$ cat config.mk
export PLATFORM = sky130hd
export DESIGN_NAME = alu_issue_ctrl
export DESIGN_NICKNAME = d
export VERILOG_FILES = /design/src/rtl/alu_issue_ctrl.sv
export SDC_FILE = /design/constraint.sdc
export NUM_CORES = 1
export LEC_CHECK = 0
export ABC_CLOCK_PERIOD_IN_PS = 2400
export CAP_MARGIN = 20
export CELL_PAD_IN_SITES_DETAIL_PLACEMENT = 2
export CELL_PAD_IN_SITES_GLOBAL_PLACEMENT = 2
export CORE_ASPECT_RATIO = 1.1
export CORE_MARGIN = 3
export CORE_UTILIZATION = 29
export CTS_CLUSTER_SIZE = 8
export DETAILED_ROUTE_END_ITERATION = 8
export PLACE_DENSITY_LB_ADDON = 0.15
export RECOVER_POWER = 100
export SYNTH_ARGS = -nofsm -noshare
export SYNTH_HDL_FRONTEND = slang
export SYNTH_SLANG_ARGS = --single-unit
$ cat constraint.sdc
create_clock -name clk -period 2.4 [get_ports clk]
set_clock_uncertainty 0.15 [all_clocks]
set_input_delay 0.24 -clock clk [delete_from_list [all_inputs] [get_ports clk]]
set_output_delay 0.24 -clock clk [all_outputs]
set_load 0.01 [all_outputs]
$ cat src/rtl/alu_issue_ctrl.sv
`default_nettype none
// ============================================================================
// alu_issue_ctrl : valid/ready issue controller driving an external 8-bit ALU
// Revision 1.0 : initial release
// ============================================================================
module alu_issue_ctrl (
   input  logic       clk,
   input  logic       rst,
   input  logic       instr_valid,
   output logic       instr_ready,
   input  logic [3:0] instr_op,
   input  logic [1:0] instr_rd,
   input  logic [1:0] instr_rs1,
   input  logic [1:0] instr_rs2,
   input  logic       instr_use_imm,
   input  logic [7:0] instr_imm,
   output logic [7:0] alu_a,
   output logic [7:0] alu_b,
   output logic [3:0] alu_sel,
   input  logic [7:0] alu_result,
   input  logic       alu_carry,
   input  logic       alu_ovf,
   input  logic       alu_zero,
   input  logic       alu_neg,
   input  logic       alu_par,
   output logic       res_valid,
   input  logic       res_ready,
   output logic [7:0] res_data,
   output logic [4:0] res_flags,
   output logic       res_illegal,
   output logic [4:0] flags
);

   localparam logic [3:0] C_OP_DIV   = 4'b0011;
   localparam logic [3:0] C_OP_LOADI = 4'b1111;

   typedef enum logic [1:0] {
      S_IDLE  = 2'd0,
      S_ISSUE = 2'd1,
      S_RESP  = 2'd2
   } state_t;

   state_t     r_state;
   logic [7:0] r_regs [4];
   logic [1:0] r_rd;

   logic [7:0] w_opa;
   logic [7:0] w_opb;
   logic [4:0] w_alu_flags;
   logic       w_accept;

   assign w_opa       = r_regs[instr_rs1];
   assign w_opb       = instr_use_imm ? instr_imm : r_regs[instr_rs2];
   assign w_alu_flags = {alu_carry, alu_ovf, alu_zero, alu_neg, alu_par};
   assign w_accept    = instr_valid && instr_ready;

   always_ff @(posedge clk) begin
      if (rst) begin
         r_state     <= S_IDLE;
         r_rd        <= 2'd0;
         instr_ready <= 1'b1;
         res_valid   <= 1'b0;
         res_data    <= 8'h00;
         res_flags   <= 5'b00000;
         res_illegal <= 1'b0;
         alu_a       <= 8'h00;
         alu_b       <= 8'h00;
         alu_sel     <= 4'b0000;
         flags       <= 5'b00000;
         for (int i = 0; i < 4; i++) begin
            r_regs[i] <= 8'h00;
         end
      end else begin
         case (r_state)
            S_IDLE: begin
               if (w_accept) begin
                  instr_ready <= 1'b0;
                  if (instr_op == C_OP_LOADI) begin
                     r_regs[instr_rd] <= instr_imm;
                     res_data         <= instr_imm;
                     res_flags        <= flags;
                     res_illegal      <= 1'b0;
                     res_valid        <= 1'b1;
                     r_state          <= S_RESP;
                  end else if ((instr_op == C_OP_DIV) && (w_opb == 8'h00)) begin
                     // Divide by zero is refused here so the ALU never sees it
                     res_data    <= 8'h00;
                     res_flags   <= 5'b00000;
                     res_illegal <= 1'b1;
                     res_valid   <= 1'b1;
                     r_state     <= S_RESP;
                  end else begin
                     alu_a   <= w_opa;
                     alu_b   <= w_opb;
                     alu_sel <= instr_op;
                     r_rd    <= instr_rd;
                     r_state <= S_ISSUE;
                  end
               end
            end
            S_ISSUE: begin
               r_regs[r_rd] <= alu_result;
               res_data     <= alu_result;
               res_flags    <= w_alu_flags;
               flags        <= w_alu_flags;
               res_illegal  <= 1'b0;
               res_valid    <= 1'b1;
               r_state      <= S_RESP;
            end
            S_RESP: begin
               if (res_ready) begin
                  res_valid   <= 1'b0;
                  instr_ready <= 1'b1;
                  r_state     <= S_IDLE;
               end
            end
            default: begin
               res_valid   <= 1'b0;
               instr_ready <= 1'b1;
               r_state     <= S_IDLE;
            end
         endcase
      end
   end

endmodule
`default_nettype wire
; ---- Yosys cells after proc, flatten, opt, wreduce, memory -nomap -nowiden
; Memories as Yosys holds them, arrays and structs flattened. A register that Yosys moved wholly into a read port is not among the register bits.
; Index checks and enable logic that the tools add are counted.
[totals]
register_bits = 37
latch_bits = 0
ram_bits = 32
rom_bits = 0
out_inout_bits = 41
wordCells = 74
n_memories = 1
[memory_table]
columns = memory, depth, width, read_ports, rd_clocked_by_memory_dff, wr, line
row1 = r_regs, 4, 8, 2, 1, 4, 44  ; logic [7:0] r_regs [4];
[classes]
n_addsub = 0
n_mul = 0
div_mod_pow = 0
n_lt_le_gt_ge = 0
eq_ne = 7
shifts = 0
n_mux = 41
bitwise = 3
reduce_logical = 12
[op_table]
columns = op, n
row1 = 8-bit two-way mux, 6
row2 = 1-bit two-way mux, 20
row3 = 8-bit one-hot mux with 2 select lines, 1
row4 = 8-bit OR reduction, 2
row5 = 5-bit two-way mux, 3
row6 = 2-bit two-way mux, 6
row7 = 5-bit one-hot mux with 2 select lines, 1
row8 = 3-bit AND reduction, 3
row9 = 8-bit zero test, 1
row10 = 1-bit one-hot mux with 3 select lines, 2
row11 = 2-bit one-hot mux with 3 select lines, 1
row12 = "4-bit by 2-bit equality test with 1-bit output, second input constant", 1
row13 = "4-bit equality test, second input constant", 1
row14 = "2-bit != test, second input constant", 2
row15 = 4-bit AND reduction, 1
row16 = "3-bit != test, second input constant", 1
row17 = 1-bit inverter, 3
row18 = "2-bit by 1-bit equality test with 1-bit output, second input constant", 1
row19 = "2-bit equality test, second input constant", 1
row20 = 1-bit logical AND, 2
row21 = 2-bit zero test, 1
row22 = 1-bit one-hot mux with 2 select lines, 1
row23 = 2-bit AND reduction, 1
row24 = 2-bit nonzero test, 1

; ---- Logic depth before layout (Yosys ltp)
[depth]
depth_word = 9
mapped_depth = 10
mapped_depth_nobuf = 6

; ---- Least setup slack after synthesis
; OpenSTA, ideal clock, no wires.
[synth_path]
kind = input to register
startpoint = input instr_op[2]
endpoint = memory r_regs[2][0], enable pin
setup_time_ns = 0.313
t_arrival_ns = 1.781
t_required_ns = 1.937
path_slack_ns = 0.156
stages = 5
n_path_buf = 0
cell_sequence = nand4_1 -> or3_1 -> o22a_1 -> o21ai_1 -> nand2b_1
[synth_lines]
columns = element, line
row1 = from (decl), 11  ; input logic [3:0] instr_op,
row2 = to (decl), 44

==> impl_metrics.env <==
export IMPL_status="finished, final reports clean"
export IMPL_cts_root_buffer="clkbuf_16"
export IMPL_htreeDepth=3
export IMPL_swShare=0.2587
export IMPL_grt_pass1_vias=3740
export IMPL_synth_warnings=0
export IMPL_start_util=0.3009
export IMPL_worst_setup_path_type="flip-flop to flip-flop"
export IMPL_numCtsBuffers=9
export IMPL_drc=0
export IMPL_routed_wl_um=13240
export IMPL_fp_coreArea_mm2=0.01219
export IMPL_synth_edf_count=32
export IMPL_setup_viol=0
export IMPL_syn_num_nets=394
export IMPL_cts_tree="built"
export IMPL_area_growth_syn_to_layout_pct=47.95
export IMPL_synth_seq_cells=77
export IMPL_die_x_um=113.2
export IMPL_post_route_min_period_ns=2.390
export IMPL_post_route_period_util=0.9959
export IMPL_dieArea_mm2=0.01404
export IMPL_synthTopCellsByArea="edfxtp_1 (26%), dfxtp_1 (25%), mux4_2 (4.9%), a21oi_1 (4.6%), o21ai_0 (4.5%)"
export IMPL_post_drt_wl_per_cell_um=20.46
export IMPL_drt_initial_drc_count=145
export IMPL_ys_types=52
export IMPL_stdcell_area_mm2=0.005428
export IMPL_ys_seq_area_frac=0.5075
export IMPL_maxSlewHeadroom=0.6852
export IMPL_final_common_cell="buf_4"
export IMPL_vias=3339
export IMPL_dp_hpwl_um=9558
export IMPL_portBuffers=76
export IMPL_arrival_ns=2.51
export IMPL_fmax_ghz=0.4184
export IMPL_io_pins=77
export IMPL_crit_required_ns=2.52
export IMPL_hold_viol=0
export IMPL_antenna_cells=0
export IMPL_vdd_ir_drop_max_mv=0.3204
export IMPL_start_kind="flip-flop"
export IMPL_power_frac_comb=0.175
export IMPL_drv_cap=0
export IMPL_detail_route_antenna_nets=0
export IMPL_groute_usage_overall=0.1930
export IMPL_synth_area_mm2=0.003669
export IMPL_clk_pin_slew_worst_paths_ns=0.06
export IMPL_cts_buffer_depth=2
export IMPL_min_path_type="flip-flop to flip-flop"
export IMPL_final_cell_mix="buf_4 (52), dfxtp_1 (44), dlygate4sd3_1 (42)"
export IMPL_p_leak_nw=2.205
export IMPL_avgViaCountPerCell=5.161
export IMPL_synthArstFlopShare=0
export IMPL_clkPwrFrac=0.395
export IMPL_endpoint_kind="flip-flop"
export IMPL_p_int_mw=2.595
export IMPL_grt_start_max_net_pins=23
export IMPL_cts_sinks=77
export IMPL_rows=42
export IMPL_fp_dieH_um=124.0
export IMPL_nets=524
export IMPL_drive_above_1_share=0.2252
export IMPL_antenna_found_initial=0
export IMPL_maxSlewViolCount=0
export IMPL_synth_area_per_cell_um2=10.25
export IMPL_synthCells=358
export IMPL_yosysTopAreaCellShare=0.2619
export IMPL_crit_fanout=7
export IMPL_power_switching_mw=0.9059
export IMPL_p_seq_frac=0.430
export IMPL_drt_pass1_iterations=4
export IMPL_grt_overflow=0
export IMPL_clock_latency_ns=0.33
export IMPL_placed_area_mm2=0.004976
export IMPL_p_per_area_mw_per_mm2=645.1
export IMPL_synth_largest_area_cell="edfxtp_1"
export IMPL_worst_slew_pin_slew_ns=0.4722
export IMPL_synthFlopType="dfxtp_1"
export IMPL_gp_congestion=0.7599
export IMPL_grt_pass1_wl_um=20870
export IMPL_fin_util=0.4452
stage by stage:
stage	total power [mW]	setup WS [ns]	TNS, ns	hold slack (ns)	instances
finish	3.501	0.009790	0	0.3255	647
CTS	3.524	0.009939	0	0.3325	642
floorplan	1.788	0.1558	0	0.2377	358
global placement	2.099	-0.4316	-22.88	0.3125	623
detailed placement	2.125	-0.5616	-32.48	0.3209	623
global route	3.660	-0.06119	-0.3307	0.3585	647
per-layer routing:
| metal | share of wire | wire length, µm | vias to the layer above | GRT usage |
|---|---|---|---|---|
| met2 | 0.52 | 6857 | 75 | 0.3337 |
| li1 | - | - | 1577 | - |
| met5 | 0 | 0 | - | 0 |
| met1 | 0.43 | 5649 | 1671 | 0.2482 |
| met3 | 0.039 | 520 | 16 | 0.03499 |
| met4 | 0.016 | 208 | 0 | 0.05560 |
cell families after synthesis:
group	share of synthesized area
multiplexers	0.09857
flip-flops	0.5075
AO/OA/AOI/OAI	0.1832
AND/OR/NAND/NOR	0.1593
buffers and inverters	0.05150
power by group through the flow:
stage / registers (mW) / clock network [mW] / logic (mW)
6_report: 1.51 / 1.38 / 0.613
3_3_place_gp: 1.53 / 0 / 0.573
4_1_cts: 1.51 / 1.41 / 0.612
3_5_place_dp: 1.53 / 0 / 0.592
2_1_floorplan: 1.54 / 0 / 0.252
5_1_grt: 1.52 / 1.48 / 0.668
cell usage after synthesis, types with 3 or more instances:
library cell	count
dfxtp_1	45
clkbuf_1	11
nand2b_1	17
nand4_1	3
nor2_1	37
nor3_1	3
inv_1	12
buf_1	3
a22oi_1	7
nand3_1	17
o22a_1	7
buf_2	3
nand2_1	16
nor2b_1	6
mux2i_1	8
or4_1	3
a21oi_1	34
a211oi_1	5
a21boi_0	5
edfxtp_1	32
buf_6	5
o21ai_0	33
mux2_2	3
mux4_2	8
area by class of cell:
cell class,instances,area [µm²]
fillers,1312,6764
flip-flops and latches,77,1863
multi-input cells,247,1710
repair buffers,141,1315
clock buffers,10,239.0
well taps,154,192.7
clock inverters,6,62.56
inverters,12,45.04
flip-flops by register name, indices dropped and copies added (netlist names):
register     count
r_regs          32
alu_a            8
alu_b            8
res_data         8
flags            5
res_flags        5
alu_sel          4
r_rd             2
r_state          2
instr_ready      1
res_illegal      1
res_valid        1
path summary, 6_finish.rpt:
| path | startpoint | end | slack [ns] | depth (start not counted) |
|---|---|---|---|---|
| hold / removal | res_data[4]$_SDFFE_PP0P_ | res_data[4]$_SDFFE_PP0P_ | 0.33 | 2 |
| hold reg to reg | res_data[4]$_SDFFE_PP0P_ | res_data[4]$_SDFFE_PP0P_ | 0.33 | 2 |
| setup reg to reg | r_regs[1][2]$_SDFFCE_PN0P_ | res_flags[0]$_SDFFE_PP0P_ | 0.01 | 7 |
| setup / recovery | r_regs[1][2]$_SDFFCE_PN0P_ | res_flags[0]$_SDFFE_PP0P_ | 0.01 | 7 |
what timing repair did:
item / CTS / global route
setup buffers: 1 / 5
gates resized for setup: 8 / 16
cloned: 2 / 0
endpoints found under the setup margin: 75 / 78
hold buffers: 0 / 0
pin swaps: 2 / 8
critical path, stage by stage (launching register included):
cell,delay [ns]
edfxtp_1,0.44
mux2_4,0.30
o21a_4,0.21
a2111oi_4,0.37
and4_4,0.29
buf_4,0.17
a21o_2,0.23
o22a_1,0.16
(Power assumes the default switching activity.)
